--- config.mk ---
export PLATFORM = sky130hd
export DESIGN_NAME = pc_unit
export DESIGN_NICKNAME = d
export VERILOG_FILES = /design/src/rtl/pc_unit.sv
export SDC_FILE = /design/constraint.sdc
export NUM_CORES = 1
export LEC_CHECK = 0
export BUFFER_PORTS_ARGS = -buffer_cell sky130_fd_sc_hd__buf_4
export CORE_MARGIN = 2
export CORE_UTILIZATION = 44
export CTS_CLUSTER_DIAMETER = 120
export DETAILED_ROUTE_END_ITERATION = 12
export PLACE_DENSITY = 0.77
export SETUP_SLACK_MARGIN = 0.02
export SLEW_MARGIN = 20
export SYNTH_ARGS = -nofsm -noshare
export SYNTH_HDL_FRONTEND = slang
export SYNTH_SLANG_ARGS = --single-unit
--- constraint.sdc ---
create_clock -name clk -period 3.3 [get_ports clk]
set_input_delay 0.165 -clock clk [delete_from_list [all_inputs] [get_ports clk]]
set_output_delay 0.165 -clock clk [all_outputs]
set_load 0.02 [all_outputs]
--- src/rtl/pc_unit.sv ---
// Program-counter stage: holds the fetch address, selects the next PC, and
// tracks run/halt state, a saturating retired-instruction count and a sticky
// misaligned-target flag.
module pc_unit #(
    parameter int unsigned      WIDTH    = 32,
    parameter logic [WIDTH-1:0] RESET_PC = '0,
    parameter int unsigned      CNT_W    = 32
) (
    input  logic             clk,
    input  logic             rst,
    input  logic [1:0]       pc_sel,
    input  logic             branch_taken,
    input  logic [WIDTH-1:0] offset,
    input  logic [WIDTH-1:0] jump_addr,
    input  logic             stall,
    input  logic             halt,
    input  logic             resume,
    output logic [WIDTH-1:0] pc,
    output logic [WIDTH-1:0] pc_plus4,
    output logic             halted,
    output logic             misaligned,
    output logic [CNT_W-1:0] instr_count
);

    localparam logic [1:0] SEL_SEQ    = 2'b00;
    localparam logic [1:0] SEL_BRANCH = 2'b01;
    localparam logic [1:0] SEL_JUMP   = 2'b10;
    localparam logic [1:0] SEL_HOLD   = 2'b11;

    typedef enum logic {
        ST_RUN  = 1'b0,
        ST_HALT = 1'b1
    } state_t;

    state_t           r_state;
    state_t           w_state_nxt;
    logic [WIDTH-1:0] r_pc;
    logic [WIDTH-1:0] w_pc_nxt;
    logic [CNT_W-1:0] r_cnt;
    logic [CNT_W-1:0] w_cnt_nxt;
    logic [CNT_W-1:0] w_cnt_inc;
    logic             r_misaligned;
    logic             w_misaligned_nxt;
    logic [WIDTH-1:0] w_pc_plus4;
    logic [WIDTH-1:0] w_branch_tgt;
    logic [WIDTH-1:0] w_target;
    logic             w_load_target;

    // Sequential and branch adders; wrap modulo 2^WIDTH by construction.
    assign w_pc_plus4   = r_pc + WIDTH'(4);
    assign w_branch_tgt = r_pc + offset;

    // Counter increment that sticks at all-ones instead of wrapping.
    assign w_cnt_inc = (r_cnt == {CNT_W{1'b1}}) ? r_cnt : r_cnt + CNT_W'(1);

    // State, PC, counter and sticky flag registers.
    always_ff @(posedge clk or posedge rst) begin
        if (rst) begin
            r_state      <= ST_RUN;
            r_pc         <= RESET_PC;
            r_cnt        <= '0;
            r_misaligned <= 1'b0;
        end else begin
            r_state      <= w_state_nxt;
            r_pc         <= w_pc_nxt;
            r_cnt        <= w_cnt_nxt;
            r_misaligned <= w_misaligned_nxt;
        end
    end

    // Next-state logic: stall > halt > pc_sel in RUN; only resume matters in HALT.
    always_comb begin
        w_state_nxt      = r_state;
        w_pc_nxt         = r_pc;
        w_cnt_nxt        = r_cnt;
        w_misaligned_nxt = r_misaligned;
        w_target         = '0;
        w_load_target    = 1'b0;

        unique case (r_state)
            ST_RUN: begin
                if (!stall) begin
                    w_cnt_nxt = w_cnt_inc;
                    if (halt) begin
                        w_state_nxt = ST_HALT;
                    end else begin
                        unique case (pc_sel)
                            SEL_SEQ: w_pc_nxt = w_pc_plus4;
                            SEL_BRANCH: begin
                                if (branch_taken) begin
                                    w_target      = w_branch_tgt;
                                    w_load_target = 1'b1;
                                end else begin
                                    w_pc_nxt = w_pc_plus4;
                                end
                            end
                            SEL_JUMP: begin
                                w_target      = jump_addr;
                                w_load_target = 1'b1;
                            end
                            SEL_HOLD: w_pc_nxt = r_pc;
                            default:  w_pc_nxt = r_pc;
                        endcase
                    end
                end
            end
            ST_HALT: begin
                if (resume) begin
                    w_state_nxt = ST_RUN;
                    w_pc_nxt    = w_pc_plus4;
                end
            end
            default: w_state_nxt = ST_RUN;
        endcase

        // Loaded targets are word-aligned; a dropped low bit latches the flag.
        if (w_load_target) begin
            w_pc_nxt = {w_target[WIDTH-1:2], 2'b00};
            if (w_target[1:0] != 2'b00) begin
                w_misaligned_nxt = 1'b1;
            end
        end
    end

    assign pc          = r_pc;
    assign pc_plus4    = w_pc_plus4;
    assign halted      = (r_state == ST_HALT);
    assign misaligned  = r_misaligned;
    assign instr_count = r_cnt;

endmodule

==> results.py <==
metrics = {
    "logic_synthesis": {
        "synthTopCellsByArea": "dfrtp_1 (30%), xnor2_1 (8.8%), ha_1 (7.9%)",
        "synth-async-reset-ratio_pct": 100,
        "synth_area_um2": 5400,
        "synth_enable_flop_cells": 0,
        "synth_top_area_share_pct": 29.7,
        "syn-instance-count": 643,
        "ys.flop_type": "dfrtp_1",
        "yosysSeqAreaShare_pct": 29.7,
        "ys_ff_latch": 64,
        "synth_top_cell_by_area": "dfrtp_1",
        "synth_most_common_cell": "dfrtp_1",
        "yosys-top-cells-count": "dfrtp_1 (64), nand2_1 (60), xnor2_1 (54)",
        "yosysUniqueCellTypes": 64,
        "syn_area_per_cell_um2": 8.39,
        "yosysWarnings": 0,
    },
    "clocking": {
        "cts.sinks": 64,
        "cts-root-buf": "clkbuf_16",
        "cts_max_level": 3,
        "cts_buffers": 9,
        "clk_path_buf_depth": 2,
        "cts-hold-fix-buffers": 1,
        "clock_latency_ns": 0.34,
        "clk_pin_slew_ns": 0.06,
        "cts_tree": "yes",
        "cts_setup_buffers": 0,
        "postCtsResizedCells": 0,
    },
    "floorplanning": {
        "die_h_um": 115,
        "ioPinCount": 170,
        "fp.dieW_um": 115,
        "core_area_um2": 12000,
        "start_util_pct": 44.9,
        "core.rowCount": 40,
        "die_area_um2": 13200,
    },
    "placed_design": {
        "routabilityCongestion": 0.960,
        "portBuffers": 165,
        "post-dp-hpwl_mm": 13.2,
    },
    "timing": {
        "setup_tns_ns": 0,
        "timing.fmax_ghz": 0.311,
        "setup-violations-final": 0,
        "holdWs_ns": 0.0557,
        "worstMarginPinSlew_ns": 0.729,
        "clock-skew-final_ns": 0.0131,
        "slew-limit-headroom_pct": 51.3,
        "period_minus_slack_ns": 3.22,
        "hold_viol_final": 0,
        "rsz0062_at_grt": "no",
        "period_share_pct": 97.5,
        "slew_violations": 0,
    },
    "worst_setup_path": {
        "cp.required_ns": 3.13,
        "path_max_fanout": 7,
        "end_kind": "output pin",
        "crit_type": "reg2out",
        "critPathArrivalTime_ns": 3.05,
        "crit_path_start_kind": "register",
    },
    "routing": {
        "remaining_drc_errors": 0,
        "drtIter0Drc": 545,
        "firstDrtPassIters": 5,
        "vias": 5733,
        "routedWlPerCell_um": 18.6,
        "ant_nets": 0,
        "vias_per_cell": 6.02,
        "totalWireLength_mm": 17.8,
    },
    "cells_and_area": {
        "multi_input_area_um2": 3600,
        "regArea_um2": 1600,
        "fillers": 1085,
        "finalNetCount": 906,
        "drive_gt1_share_pct": 26.6,
        "fin_util_pct": 58.7,
        "syn_to_final_growth_pct": 30.8,
        "n_antenna_cell": 0,
    },
    "pwr": {
        "ir_drop_uv": 355,
        "p_int_uw": 2850,
        "p_switching_uw": 2550,
        "combinationalPowerShare_pct": 58.0,
        "seq_power_share_pct": 25.0,
        "p_leak_uw": 0.00320,
        "pwr-share-clk_pct": 17.0,
        "power.density_nw_per_um2": 765,
        "sw_frac_of_total_pct": 47.2,
    },
    "global_routing": {
        "grt_pass1_vias": 5540,
        "grtUsageTotal_pct": 26.7,
        "grt_first_pass_wirelength_mm": 28.0,
        "gr-total-overflow": 0,
        "antenna_found_initial": 0,
        "grt_max_degree": 52,
    },
    "run": {
        "maxCapViolCount": 0,
    },
    "status": {
        "status": "finished, final reports clean",
    },
    "hold_path": {
        "hold_path_class": "in2reg",
    },
}
cells by family after synthesis:
logic type      Yosys count  synth area share (%)
compound gates          191                  23.6
mux                       2                 0.371
simple gates            219                  20.5
fa+ha+maj                34                  7.89
flops                    64                  29.7
buf+inv                  48                  3.94
xor+xnor                 84                  13.9
other cells               1                0.0695
worst max-delay path: stages (launching register included):
cell and delay, ns:
dfrtp_1 0.47, ha_1 0.31, nand3_1 0.26, or4_1 0.67
nor2_1 0.42, nand4_1 0.17, xnor2_1 0.23, buf_4 0.18
registers in the layout, summed over array words and instances, names as in the netlist:
name and flops:
halted 1, instr_count 32, misaligned 1, pc 30
layer usage:
metal / GRT usage, % / vias up / routed length [um]
li1: - / 2686 / -
met1: 36.3 / 2770 / 7670
met3: 3.11 / 40 / 1180
met2: 43.1 / 237 / 8410
met5: 0 / - / 0
met4: 11.8 / 0 / 490
cells in the final DEF, fill, tap and decap left out, types with 9 or more instances in the layout:
cell type,n
nor2_1,45
a21oi_1,45
ha_1,34
nand4_1,17
and3_1,10
xnor2_1,54
nand3_1,28
a21o_1,13
inv_1,12
nand2_1,60
xor2_1,28
clkbuf_16,9
dfrtp_1,64
o21ai_0,32
buf_4,176
a221oi_1,16
o21ai_1,19
nor3_1,24
cell type report:
class	instances	area share, %
Inverter	14	0.745
Timing Repair Buffer	177	18.9
Clock buffer	10	3.39
Multi-Input combinational cell	534	51.1
Sequential cell	64	22.7
Clock inverter	6	0.621
Tap cell	147	2.61
through the flow:
stage          cell area [um^2]  total power (uW)  instances  worst slack [ns]
3_5_place_dp               6760              4430        935             0.442
3_3_place_gp               6760              4370        935             0.535
5_1_grt                    7050              5750        952            0.0227
4_1_cts                    7050              5370        952             0.161
6_report                   7050              5400        952            0.0832
2_1_floorplan              5410              3340        646             0.622
path summary, 6_finish.rpt:
check | from | end | slack, ns | cells after the start
max in group asynchronous | rst | pc[14]$_DFFE_PP0P_ | 1.83 | 4
min | resume | halted$_DFF_PP0_ | 0.06 | 2
min in group asynchronous | rst | instr_count[30]$_DFFE_PP0P_ | 0.52 | 3
min reg2reg | instr_count[31]$_DFFE_PP0P_ | instr_count[31]$_DFFE_PP0P_ | 0.49 | 1
max | pc[2]$_DFFE_PP0P_ | pc_plus4[18] | 0.08 | 7
max reg2reg | pc[2]$_DFFE_PP0P_ | pc[26]$_DFFE_PP0P_ | 0.39 | 9
power groups by stage:
stage	registers (uW)	logic [uW]	clock network, uW
floorplan	1520	1820	0
global placement	1330	3050	0
detailed placement	1350	3080	0
CTS	1340	3100	929
global route	1380	3390	972
finish	1350	3130	919
No activity file was read; power rests on OpenSTA's default activity.
